### src/rtl/ddc_ctrl_pkg.sv
// Shared encodings and helpers for the downconverter controller.
// State values are exposed on o_state, so they are pinned here.
package ddc_ctrl_pkg;

    localparam logic [1:0] S_IDLE  = 2'd0;
    localparam logic [1:0] S_PRIME = 2'd1;
    localparam logic [1:0] S_RUN   = 2'd2;
    localparam logic [1:0] S_DRAIN = 2'd3;

    typedef enum logic [1:0] {
        ST_IDLE  = S_IDLE,
        ST_PRIME = S_PRIME,
        ST_RUN   = S_RUN,
        ST_DRAIN = S_DRAIN
    } ddc_state_e;

    // Bits needed to hold the values 0..n, never less than one.
    function automatic int cnt_bits(input int n);
        return (n < 2) ? 1 : $clog2(n + 1);
    endfunction

endpackage

### src/rtl/ddc_sample_pairer.sv
// Packs consecutive real ADC samples into (held, current) pairs
// for the downconverter input; clear drops any half pair.
module ddc_sample_pairer #(
    parameter int WIDTH = 16
) (
    input  logic             i_clock,
    input  logic             i_reset_n,
    input  logic             i_enable,
    input  logic             i_clear,
    input  logic [WIDTH-1:0] i_data,
    input  logic             i_valid,
    output logic [WIDTH-1:0] o_even_data,
    output logic [WIDTH-1:0] o_odd_data,
    output logic             o_valid
);

    logic             phase_q, phase_d;
    logic [WIDTH-1:0] held_q, held_d;
    logic [WIDTH-1:0] even_q, even_d;
    logic [WIDTH-1:0] odd_q, odd_d;
    logic             valid_q, valid_d;
    logic             take;

    assign take = !i_clear && i_enable && i_valid;

    always_comb begin
        phase_d = phase_q;
        held_d  = held_q;
        even_d  = even_q;
        odd_d   = odd_q;
        valid_d = 1'b0;
        unique case (1'b1)
            i_clear: begin
                phase_d = 1'b0;
            end
            take && !phase_q: begin
                held_d  = i_data;
                phase_d = 1'b1;
            end
            take && phase_q: begin
                even_d  = held_q;
                odd_d   = i_data;
                valid_d = 1'b1;
                phase_d = 1'b0;
            end
            default: ;
        endcase
    end

    always_ff @(posedge i_clock or negedge i_reset_n) begin
        if (!i_reset_n) begin
            phase_q <= 1'b0;
            held_q  <= '0;
            even_q  <= '0;
            odd_q   <= '0;
            valid_q <= 1'b0;
        end else begin
            phase_q <= phase_d;
            held_q  <= held_d;
            even_q  <= even_d;
            odd_q   <= odd_d;
            valid_q <= valid_d;
        end
    end

    assign o_even_data = even_q;
    assign o_odd_data  = odd_q;
    assign o_valid     = valid_q;

endmodule

### src/rtl/downconverter_ctrl.sv
// Burst controller around a digital downconverter: feeds ADC pairs,
// discards warm-up output, forwards a counted burst, then drains.
module downconverter_ctrl
    import ddc_ctrl_pkg::*;
#(
    parameter int WIDTH     = 16,
    parameter int CNT_W     = 16,
    parameter int WARMUP    = 64,
    parameter int DRAIN_CYC = 32
) (
    input  logic             i_clock,
    input  logic             i_reset_n,
    input  logic             i_start,
    input  logic             i_stop,
    input  logic [CNT_W-1:0] i_burst_len,
    input  logic [WIDTH-1:0] i_adc_data,
    input  logic             i_adc_valid,
    output logic [WIDTH-1:0] o_ddc_inph_data,
    output logic [WIDTH-1:0] o_ddc_inph_delay_data,
    output logic             o_ddc_valid,
    input  logic [WIDTH-1:0] i_ddc_inph_data,
    input  logic [WIDTH-1:0] i_ddc_quad_data,
    input  logic             i_ddc_valid,
    output logic [WIDTH-1:0] o_inph_data,
    output logic [WIDTH-1:0] o_quad_data,
    output logic             o_valid,
    output logic             o_busy,
    output logic             o_done,
    output logic [1:0]       o_state,
    output logic [CNT_W-1:0] o_out_count
);

    localparam int WW = cnt_bits(WARMUP);
    localparam int DW = cnt_bits(DRAIN_CYC);
    localparam logic [WW-1:0] WARM_LAST =
        (WARMUP > 0) ? WW'(WARMUP - 1) : '0;
    localparam logic [DW-1:0] DRAIN_LAST =
        (DRAIN_CYC > 0) ? DW'(DRAIN_CYC - 1) : '0;

    ddc_state_e       state_q, state_d;
    logic [CNT_W-1:0] blen_q, blen_d;
    logic [CNT_W-1:0] cnt_q, cnt_d;
    logic [WW-1:0]    warm_q, warm_d;
    logic [DW-1:0]    drain_q, drain_d;
    logic [WIDTH-1:0] inph_q, inph_d;
    logic [WIDTH-1:0] quad_q, quad_d;
    logic             valid_q, valid_d;
    logic             done_q, done_d;
    logic             pair_en;
    logic             pair_clr;

    assign pair_en  = (state_q == ST_PRIME) || (state_q == ST_RUN);
    assign pair_clr = !pair_en;

    ddc_sample_pairer #(
        .WIDTH(WIDTH)
    ) u_pairer (
        .i_clock     (i_clock),
        .i_reset_n   (i_reset_n),
        .i_enable    (pair_en),
        .i_clear     (pair_clr),
        .i_data      (i_adc_data),
        .i_valid     (i_adc_valid),
        .o_even_data (o_ddc_inph_data),
        .o_odd_data  (o_ddc_inph_delay_data),
        .o_valid     (o_ddc_valid)
    );

    always_comb begin
        state_d = state_q;
        blen_d  = blen_q;
        cnt_d   = cnt_q;
        warm_d  = warm_q;
        drain_d = drain_q;
        inph_d  = inph_q;
        quad_d  = quad_q;
        valid_d = 1'b0;
        done_d  = 1'b0;
        unique case (state_q)
            ST_IDLE: begin
                if (i_start && !i_stop) begin
                    blen_d  = i_burst_len;
                    cnt_d   = '0;
                    warm_d  = '0;
                    drain_d = '0;
                    state_d = (WARMUP == 0) ? ST_RUN : ST_PRIME;
                end
            end
            ST_PRIME: begin
                drain_d = '0;
                if (i_stop) begin
                    state_d = ST_DRAIN;
                end else if (i_ddc_valid) begin
                    warm_d = warm_q + WW'(1);
                    if (warm_q == WARM_LAST) begin
                        state_d = ST_RUN;
                    end
                end
            end
            ST_RUN: begin
                drain_d = '0;
                // A beat coincident with stop still goes out.
                if (i_ddc_valid) begin
                    valid_d = 1'b1;
                    inph_d  = i_ddc_inph_data;
                    quad_d  = i_ddc_quad_data;
                    cnt_d   = cnt_q + CNT_W'(1);
                    if ((blen_q != '0) && (cnt_d == blen_q)) begin
                        state_d = ST_DRAIN;
                    end
                end
                if (i_stop) begin
                    state_d = ST_DRAIN;
                end
            end
            ST_DRAIN: begin
                if (drain_q == DRAIN_LAST) begin
                    drain_d = '0;
                    done_d  = 1'b1;
                    state_d = ST_IDLE;
                end else begin
                    drain_d = drain_q + DW'(1);
                end
            end
            default: ;
        endcase
    end

    always_ff @(posedge i_clock or negedge i_reset_n) begin
        if (!i_reset_n) begin
            state_q <= ST_IDLE;
            blen_q  <= '0;
            cnt_q   <= '0;
            warm_q  <= '0;
            drain_q <= '0;
            inph_q  <= '0;
            quad_q  <= '0;
            valid_q <= 1'b0;
            done_q  <= 1'b0;
        end else begin
            state_q <= state_d;
            blen_q  <= blen_d;
            cnt_q   <= cnt_d;
            warm_q  <= warm_d;
            drain_q <= drain_d;
            inph_q  <= inph_d;
            quad_q  <= quad_d;
            valid_q <= valid_d;
            done_q  <= done_d;
        end
    end

    assign o_inph_data = inph_q;
    assign o_quad_data = quad_q;
    assign o_valid     = valid_q;
    assign o_done      = done_q;
    assign o_busy      = (state_q != ST_IDLE);
    assign o_state     = state_q;
    assign o_out_count = cnt_q;

endmodule

### config.mk
export PLATFORM = sky130hd
export DESIGN_NAME = downconverter_ctrl
export DESIGN_NICKNAME = d
export VERILOG_FILES = /design/src/rtl/ddc_ctrl_pkg.sv /design/src/rtl/ddc_sample_pairer.sv /design/src/rtl/downconverter_ctrl.sv
export SDC_FILE = /design/constraint.sdc
export NUM_CORES = 1
export LEC_CHECK = 0
export CORE_MARGIN = 2
export CORE_UTILIZATION = 45
export CTS_BUF_LIST = sky130_fd_sc_hd__clkbuf_4
export CTS_CLUSTER_SIZE = 14
export DETAILED_ROUTE_END_ITERATION = 10
export PLACE_DENSITY = 0.77
export SETUP_SLACK_MARGIN = 0.15
export SYNTH_ARGS = -nofsm -noshare
export SYNTH_HDL_FRONTEND = slang
export SYNTH_HIERARCHICAL = 1
export SYNTH_SLANG_ARGS = --single-unit
### constraint.sdc
create_clock -name i_clock -period 2.56 [get_ports i_clock]
set_input_delay 0.64 -clock i_clock [delete_from_list [all_inputs] [get_ports i_clock]]
set_output_delay 0.64 -clock i_clock [all_outputs]
set_load 0.03 [all_outputs]
==> impl_metrics.yaml <==
clock_tree:
  clk_latency_ns: 0.54
  h-tree-depth: 4
  cts_root_buf: "clkbuf_4"
  ctsHoldBuffers: 0
  cts_buffers: 17
  cts_tree: "yes"
  cts_buffer_depth: 2
  path_clk_slew_ns: 0.13
  cts_num_sinks: 131
logic_synthesis:
  synth-compound-area-share_pct: 7.88
  netlist_instances: 488
  yosysTopAreaCellShare_pct: 54.2
  synthAdderAreaFrac_pct: 1.45
  synth_top_family_by_area: "multiplexers"
  yosys-mux-area-fraction_pct: 19.3
  yosysWarnings: 6
  yosysMostFrequentCell: "dfrtp_1"
  synth_flop_cell: "dfrtp_1"
  yosysSeqAreaShare_pct: 54.2
  yosys.area_share.simple_pct: 11.4
  synth.ff_latch_count: 131
  synth_area_um2: 6050
  synth_xor_xnor_area_share_pct: 3.04
  mappedNetlistNets: 565
  synth_cell_type_count: 62
  synth_edf_count: 0
  synthArstFlopShare_pct: 100
  synthTopCellsByArea: "dfrtp_1 (54%), mux2_2 (16%), mux2_4 (2.5%)"
  yosys.area.top_type: "dfrtp_1"
  netlist_top_cells_count: "dfrtp_1 (131), mux2_2 (86), o21ai_0 (27), nor2_1 (25), nand2_1 (24)"
  syn_area_per_cell_um2: 12.4
global_routing:
  grt_remaining_overflow: 0
  grt_pass1_vias: 4896
  grtUsageTotal_pct: 21.5
  grt_antenna_before_repair: 0
  grt_pass1_wl_mm: 24.2
  grt_max_degree: 73
layout:
  diodes: 0
  drive_above_1_share_pct: 28.7
  synthToLayoutAreaGrowth_pct: 38.9
  layout.cells.non_filler: 867
  fill_cells: 1032
  nNetsFinal: 755
pwr:
  ir_worst_vdd_mv: 0.712
  switching_power_w: 0.00382
  comb_power_share_pct: 49.2
  clockPowerShare_pct: 15.2
  powerDensity_nw_per_um2: 1140
  p_int_w: 0.00576
  p_leak_nw: 3.71
  swShare_pct: 39.8
  seqPwrFrac_pct: 35.6
routing:
  vias: 4646
  drc: 0
  drtIter0Drc: 414
  wl_mm: 14.9
  via_per_inst: 5.36
  ant_nets: 0
  wl_per_cell_um: 17.2
  dr.pass1.iters: 4
floorplan:
  initial_core_util_pct: 45.9
  die_h_um: 120
  num_rows: 42
  io_pins: 156
  fp.dieW_um: 120
  core_area_um2: 13200
  die_area_um2: 14400
hold_path:
  min_path_type: "in2async"
timing:
  rsz0062_at_grt: "yes"
  drv_slew: 0
  fin_crit_sh_pct: 91.7
  fin_crit_ns: 2.35
  slew_headroom_pct: 54.0
  finalHoldViolations: 0
  worst_slew_pin_slew_ns: 0.683
  fmax_mhz: 426
  fin_skew_ns: 0.0192
  setup_viol: 0
  fin_ws_ns: 0.212
placed_design:
  io_buffers: 155
  hpwl_mm: 10.9
  dp_slack_ns: -0.150
  dp_cells: 832
  place_congestion: 0.943
flow_run:
  max-cap-violations: 0
status:
  status: "completed"
setup_path:
  crit_required_ns: 3.03
  critPathArrivalTime_ns: 2.82
  cp_max_fo: 4
  worstSetupPathType: "reg2reg"
  end_kind: "flip-flop"
  worstSetupStartpointType: "flip-flop"
## routing by layer
metal  GRT usage, %  vias to the layer above  wire (µm)
li1               -                     2146          -
met1           24.5                     2296       5740
met2           36.5                      184       7570
met3           8.65                       20       1330
met4           7.35                        0        258
met5              0                        -          0
## power by group through the flow
| stage | combinational (W) | sequential, W | clock [W] |
|---|---|---|---|
| 6_report | 0.00471 | 0.00341 | 0.00145 |
| 5_1_grt | 0.00498 | 0.00352 | 0.00160 |
| 4_1_cts | 0.00468 | 0.00342 | 0.00150 |
| 3_5_place_dp | 0.00461 | 0.00346 | 0 |
| 3_3_place_gp | 0.00451 | 0.00341 | 0 |
| 2_1_floorplan | 0.00187 | 0.00436 | 0 |
## through the flow
stage	hold WS [ns]	cell area, µm²	setup TNS [ns]	power (W)	utilization, %
2_1_floorplan	0.344	6080	0	0.00623	-
3_3_place_gp	0.483	8040	-0.115	0.00792	61.0
3_5_place_dp	0.493	8040	-0.249	0.00808	61.0
4_1_cts	0.00923	8380	0	0.00960	63.5
5_1_grt	0.0210	8400	0	0.0101	63.7
6_report	0.0342	8400	0	0.00958	63.7
## registers in the layout (all words and copies together) (netlist names)
register / cells
u_pairer/o_odd_data: 16
u_pairer/o_valid: 1
o_done: 1
blen_q: 16
u_pairer/phase_q: 1
drain_q: 6
o_out_count: 16
o_quad_data: 16
u_pairer/o_even_data: 16
o_state: 2
warm_q: 7
o_valid: 1
u_pairer/held_q: 16
o_inph_data: 16
## critical path: stages, from the launching register on
cell and delay, ns:
dfrtp_2 0.42, ha_4 0.14, nand3_1 0.09, or4_4 0.51
xnor2_1 0.17, a2111oi_4 0.22, buf_4 0.17, and4_4 0.22
o211ai_2 0.11, a211oi_2 0.23
## kinds of logic (layout without fill, tap and decap cells)
group | after synthesis | after routing
mux | 101 | 101
xor+xnor | 21 | 21
flops | 131 | 131
fa+ha+maj | 7 | 7
compound gates | 70 | 70
simple gates | 122 | 122
buf+inv | 36 | 239
## cell type report
class                   instances  area (µm²)  area share [%]
flip-flops and latches        131        3290            39.1
multi-input cells             321        2670            31.8
repair buffers                194        1880            22.3
well taps                     176         220            2.62
clock inverters                15         170            2.03
clock buffers                  17         128            1.52
inverters                      13        48.8           0.581
## timing repair
item | 4_1_cts | 5_1_grt
pin swaps | 1 | 1
resized for setup | 19 | 8
setup endpoints to repair | 13 | 4
hold endpoints to repair | 0 | 0
setup buffers | 3 | 0
## path summary, 6_finish.rpt
kind,start,to,slack (ns),cells after the start
max in group asynchronous,i_reset_n,o_out_count[0]$_DFFE_PN0P_,1.77,2
worst max register to register,o_out_count[0]$_DFFE_PN0P_,o_state[0]$_DFFE_PN0P_,0.21,9
worst min register to register,u_pairer/held_q[7]$_DFFE_PN0P_,u_pairer/o_even_data[7]$_DFFE_PN0P_,0.52,1
min in group i_clock,u_pairer/held_q[7]$_DFFE_PN0P_,u_pairer/o_even_data[7]$_DFFE_PN0P_,0.52,1
worst min-delay path,i_reset_n,o_quad_data[3]$_DFFE_PN0P_,0.03,1
worst max-delay path,o_out_count[0]$_DFFE_PN0P_,o_state[0]$_DFFE_PN0P_,0.21,9
## cell usage in the layout (no fill, tap or decap), types with 10 or more instances in the layout
cell,synthesis,final
buf_4,0,36
clkbuf_4,0,17
clkdlybuf4s50_1,0,143
dfrtp_1,131,122
inv_1,13,13
mux2_2,86,86
mux2_4,10,10
nand2_1,24,24
nand3_1,10,10
nor2_1,25,25
o21ai_0,27,27
xnor2_1,15,15
No activity file was read; power rests on OpenSTA's default activity.
